[src/rtl/qspi_axil_wr_dma.sv]
// Write DMA: drains a 32-bit stream into memory over an AXI4-Lite master write port.
// Keeps one AW/W/B transaction in flight and signals completion with a done pulse and a sticky error flag.
module qspi_axil_wr_dma #(
    parameter int ADDR_WIDTH = 32,
    parameter int LEN_WIDTH  = 16
) (
    input  logic                  clk,
    input  logic                  resetn,
    input  logic                  start,
    input  logic [ADDR_WIDTH-1:0] base_addr,
    input  logic [LEN_WIDTH-1:0]  word_count,
    output logic                  busy,
    output logic                  done,
    output logic                  error,
    output logic [LEN_WIDTH-1:0]  words_done,
    input  logic [31:0]           s_data,
    input  logic                  s_valid,
    output logic                  s_ready,
    output logic [ADDR_WIDTH-1:0] awaddr,
    output logic                  awvalid,
    input  logic                  awready,
    output logic [31:0]           wdata,
    output logic [3:0]            wstrb,
    output logic                  wvalid,
    input  logic                  wready,
    input  logic [1:0]            bresp,
    input  logic                  bvalid,
    output logic                  bready
);

    typedef enum logic [2:0] {IDLE, FETCH, WRITE, RESP, DONE} state_t;

    state_t               state;
    logic [LEN_WIDTH-1:0] remaining;
    logic                 aw_ok;
    logic                 w_ok;

    // A channel counts as accepted once its valid has dropped or its handshake is happening now.
    assign aw_ok = !awvalid || awready;
    assign w_ok  = !wvalid || wready;

    always_ff @(posedge clk) begin
        if (!resetn) begin
            state      <= IDLE;
            remaining  <= '0;
            busy       <= 1'b0;
            done       <= 1'b0;
            error      <= 1'b0;
            words_done <= '0;
            s_ready    <= 1'b0;
            awaddr     <= '0;
            awvalid    <= 1'b0;
            wdata      <= '0;
            wstrb      <= 4'h0;
            wvalid     <= 1'b0;
            bready     <= 1'b0;
        end else begin
            done <= 1'b0;
            case (state)
                IDLE: begin
                    if (start) begin
                        awaddr     <= base_addr & ~ADDR_WIDTH'(3);
                        remaining  <= word_count;
                        words_done <= '0;
                        error      <= 1'b0;
                        if (word_count == '0) begin
                            state <= DONE;
                            done  <= 1'b1;
                        end else begin
                            state   <= FETCH;
                            busy    <= 1'b1;
                            s_ready <= 1'b1;
                        end
                    end
                end
                FETCH: begin
                    if (s_valid) begin
                        wdata   <= s_data;
                        s_ready <= 1'b0;
                        awvalid <= 1'b1;
                        wvalid  <= 1'b1;
                        wstrb   <= 4'hF;
                        state   <= WRITE;
                    end
                end
                WRITE: begin
                    if (awready) begin
                        awvalid <= 1'b0;
                    end
                    if (wready) begin
                        wvalid <= 1'b0;
                        wstrb  <= 4'h0;
                    end
                    if (aw_ok && w_ok) begin
                        state  <= RESP;
                        bready <= 1'b1;
                    end
                end
                RESP: begin
                    if (bvalid) begin
                        bready <= 1'b0;
                        if (bresp == 2'b00) begin
                            words_done <= words_done + LEN_WIDTH'(1);
                            awaddr     <= awaddr + ADDR_WIDTH'(4);
                            remaining  <= remaining - LEN_WIDTH'(1);
                            if (remaining == LEN_WIDTH'(1)) begin
                                state <= DONE;
                                done  <= 1'b1;
                                busy  <= 1'b0;
                            end else begin
                                state   <= FETCH;
                                s_ready <= 1'b1;
                            end
                        end else begin
                            // Any non-OKAY response aborts the rest of the transfer.
                            error <= 1'b1;
                            state <= DONE;
                            done  <= 1'b1;
                            busy  <= 1'b0;
                        end
                    end
                end
                DONE: begin
                    state <= IDLE;
                end
                default: begin
                    state <= IDLE;
                end
            endcase
        end
    end

endmodule

[config.mk]
export PLATFORM = sky130hd
export DESIGN_NAME = qspi_axil_wr_dma
export DESIGN_NICKNAME = d
export VERILOG_FILES = /design/src/rtl/qspi_axil_wr_dma.sv
export SDC_FILE = /design/constraint.sdc
export NUM_CORES = 1
export LEC_CHECK = 0
export CAP_MARGIN = 20
export CELL_PAD_IN_SITES_DETAIL_PLACEMENT = 0
export CELL_PAD_IN_SITES_GLOBAL_PLACEMENT = 1
export CORE_UTILIZATION = 35
export DETAILED_ROUTE_END_ITERATION = 8
export GPL_TIMING_DRIVEN = 0
export PLACE_DENSITY_LB_ADDON = 0.1
export SLEW_MARGIN = 10
export SYNTH_ARGS = -nofsm -noshare
export SYNTH_HDL_FRONTEND = slang
export SYNTH_SLANG_ARGS = --single-unit
[constraint.sdc]
create_clock -name clk -period 4.25 [get_ports clk]
set_input_delay 0.6375 -clock clk [delete_from_list [all_inputs] [get_ports clk]]
set_output_delay 0.6375 -clock clk [all_outputs]
set_load 0.02 [all_outputs]
==> metrics.txt <==
outcome finished clean; # setup viols final 0; max-cap viol count 0; final WL 20000 um; initial core utilization 0.361; Crit path max-delay family buffers and inverters; number of gates resized after cts 0; Async SR Flop Fraction 0; Clock Skew 0.00575 ns; TritonCTS clock tree done; core box area 0.0146 sq mm; I/O pin total 180; number of detailed-route iterations in the first pass 7; Sum Neg Setup Slack 0 ns; cell area after placement 0.00723 sq mm; global placer's final weighted congestion 0.897; depth of the CTS H-tree 3; worst ir drop on vdd 0.000228 V; fin area 0.00750 sq mm; pin count of the biggest net entering global routing 17; Worst Slack Setup Final 1.09 ns; maximum number of buffers from clock root to sink 2; internal power 1.74 mW; setup repair after global routing missed its margin no; count of mapped cells out of synthesis 699; end of the critical path awaddr[6]; number of global-route vias before repair 5814; overall global routing resource usage 0.255; Leakage 2.58 nW; final hold violation count 0; worst-path fanout max 10; Detail Placement HPWL 14400 um; Final Critical Period 3.16 ns; Slowest cell on crit path sky130_fd_sc_hd__clkdlybuf4s50_1; total number of nets in the final design 977; CP dominant cell by count sky130_fd_sc_hd__clkbuf_1; number of buffer and inverter instances along the worst setup path 4; DIE WIDTH 125 um; Antenna Violating Nets Remaining 0; r2r startpoint state[2]; routed wirelength normalized by instance count 18.6 um; classification of the worst setup path input port to register; latest clock arrival within the worst-skew pair 0.35 ns; clk sinks 104; CTS clock-pin slew for the worst setup and hold paths 0.07 ns; IO Port Bufs 173; part of the power in registers 0.435; R2R Path End remaining[6]; endpoint arrival time on the critical path 3.37 ns; Comb power frac 0.264; Warnings, synthesis 0; via-per-instance ratio 5.69; Hold Buf Count CTS 0; required time worst endpoint 4.46 ns; R2R Setup Slk 1.49 ns; initial antenna violation count 0; net load switching power 0.852 mW; count of buffers added by post-CTS timing repair for setup 0; Post-Place Worst Slack 0.752 ns; WP depth 9; worst min-delay path category register to register; GRT overflow 0; Max Fclk 317 MHz; Crit. End Element register; critical path, cell by cell clkdlybuf4s50_1, or4b_1, clkbuf_1, o21ai_1, buf_2, clkbuf_1, o21ai_0, a21oi_1, nor2_1; Startpoint Class input port; antenna diode instance count 0; Worst Hold Margin 0.453 ns; number of enable-type register cells in the synthesized netlist 0; origin of the worst setup path start; clock buffers created by TritonCTS 9; clock network power share 0.300; number of filler instances in the final layout 1445; Pins Over Slew Limit 0; Cells after DPL 1057; number of storage elements in the synthesis netlist 104; Switching Share 0.328; sequential-to-total area share from yosys stat 0.395; slew at the pin with the worst max-slew slack 1.04 ns; routed via count 6105; cell area power density 346 mW/mm^2; final core utilization 0.514; Die Y-Extent 125 um; R2R cell count 7; number of distinct library cells after synthesis 64; drt first-iter violations 539; clk root buf sky130_fd_sc_hd__clkbuf_16; final period utilization 0.742; area of the die 0.0155 sq mm; wire length of the first global-routing pass 31400 um; worst slew slack as a fraction of its limit 0.303; share of final-layout standard cells stronger than drive strength 1 0.0405; critical path's largest stage delay 0.55 ns; Total Power 2.60 mW; post-synthesis average cell area 7.54 sq um; Final Instance Count excl. Fillers 1073; most frequently used flop master after synthesis sky130_fd_sc_hd__dfxtp_1; post-synth design cell area 0.00527 sq mm; total DRC errors in the routed layout 0; total number of placement rows 44; Area growth syn-to-layout 42.4%
-- cell usage after synthesis, types with 8 or more instances --
library cell	instances	share of area
sky130_fd_sc_hd__nand3_1	31	0.029
sky130_fd_sc_hd__a211oi_1	8	0.011
sky130_fd_sc_hd__o22ai_1	10	0.012
sky130_fd_sc_hd__nor2_1	66	0.047
sky130_fd_sc_hd__nor4_1	20	0.024
sky130_fd_sc_hd__or3_1	12	0.014
sky130_fd_sc_hd__a31oi_1	10	0.012
sky130_fd_sc_hd__nand2_1	112	0.080
sky130_fd_sc_hd__o21ai_0	31	0.029
sky130_fd_sc_hd__clkbuf_1	46	0.033
sky130_fd_sc_hd__nor3_1	20	0.019
sky130_fd_sc_hd__inv_1	10	0.0071
sky130_fd_sc_hd__a21oi_1	76	0.072
sky130_fd_sc_hd__nand4_1	16	0.019
sky130_fd_sc_hd__a22oi_1	9	0.013
sky130_fd_sc_hd__dfxtp_1	104	0.40
-- cell type report --
cell class,instances,area (sq um),area share
buffer,57,248,0.0330
tap,184,230,0.0307
clock buffer,11,233,0.0310
timing repair buffer,173,1730,0.231
inverter,10,37.5,0.00501
clock inverter,5,33.8,0.00450
sequential,104,2080,0.278
multi-input combinational,529,2900,0.387
-- worst min-delay path by stage --
stage / to / startpoint / slack (ns) / depth (start not counted)
2_1_floorplan: remaining[15] / remaining[15] / 0.45 / 2
3_3_place_gp: wdata[1] / wdata[1] / 0.44 / 2
3_5_place_dp: wdata[12] / wdata[12] / 0.45 / 2
4_1_cts: wdata[12] / wdata[12] / 0.46 / 2
5_1_grt: wdata[0] / wdata[0] / 0.47 / 2
6_report: wdata[0] / wdata[0] / 0.45 / 2
-- cells in the final DEF (no fill, tap or decap), types with 3 or more instances in the layout --
cell,count
sky130_fd_sc_hd__or3_1,12
sky130_fd_sc_hd__a21oi_1,76
sky130_fd_sc_hd__a311oi_1,5
sky130_fd_sc_hd__clkbuf_1,48
sky130_fd_sc_hd__a22oi_1,9
sky130_fd_sc_hd__ha_1,4
sky130_fd_sc_hd__clkbuf_16,9
sky130_fd_sc_hd__or2_2,6
sky130_fd_sc_hd__and3_1,7
sky130_fd_sc_hd__nor3b_1,3
sky130_fd_sc_hd__nand4_1,16
sky130_fd_sc_hd__nor2_1,66
sky130_fd_sc_hd__and2_1,7
sky130_fd_sc_hd__dfxtp_1,104
sky130_fd_sc_hd__a31oi_1,10
sky130_fd_sc_hd__nor3_1,20
sky130_fd_sc_hd__o21ai_0,31
sky130_fd_sc_hd__a211oi_1,8
sky130_fd_sc_hd__o22ai_1,10
sky130_fd_sc_hd__o2111ai_1,3
sky130_fd_sc_hd__mux2i_1,4
sky130_fd_sc_hd__inv_1,10
sky130_fd_sc_hd__nor4_1,20
sky130_fd_sc_hd__clkdlybuf4s50_1,173
sky130_fd_sc_hd__buf_2,3
sky130_fd_sc_hd__buf_4,6
sky130_fd_sc_hd__o32ai_1,4
sky130_fd_sc_hd__xor2_1,7
sky130_fd_sc_hd__nand2b_1,5
sky130_fd_sc_hd__nand3b_1,3
sky130_fd_sc_hd__nand3_1,31
sky130_fd_sc_hd__or4_1,7
sky130_fd_sc_hd__nand2_1,112
-- state kept, by name, summed over array words and instances, names as in the netlist --
register,count
remaining,16
done,1
words_done,16
state,3
wstrb,1
error,1
awvalid,1
s_ready,1
awaddr,30
busy,1
bready,1
wdata,32
-- metal layers --
layer / vias up / GRT usage / wire [um]
li1: 2895 / - / -
met1: 2892 / 0.327 / 8550
met2: 283 / 0.409 / 9170
met3: 35 / 0.0674 / 1740
met4: 0 / 0.0957 / 486
met5: - / 0 / 0
-- power by group through the flow --
stage                     logic (mW)  registers, mW  clock network [mW]
after CTS                      0.683           1.13               0.799
after floorplan                0.297           1.20                   0
after global routing           0.741           1.14               0.839
after global placement         0.674           1.14                   0
final                          0.687           1.13               0.780
after detailed placement       0.680           1.15                   0
-- worst reg2reg max path: cells and delay by family, from the launching register on --
| kind | cells | cell delay, ns |
|---|---|---|
| simple gates | 2 | 0.36 |
| flops | 1 | 0.38 |
| compound gates | 2 | 0.49 |
| buf+inv | 3 | 1.40 |
-- logic make-up after synthesis --
logic type,count (synthesis),synth area share
xor+xnor,9,0.0150
buf+inv,67,0.0542
fa+ha+maj,4,0.00950
flops,104,0.395
mux,4,0.00760
compound gates,184,0.216
other cells,1,0.000712
simple gates,326,0.302
Power figures use the tool's default switching activity.
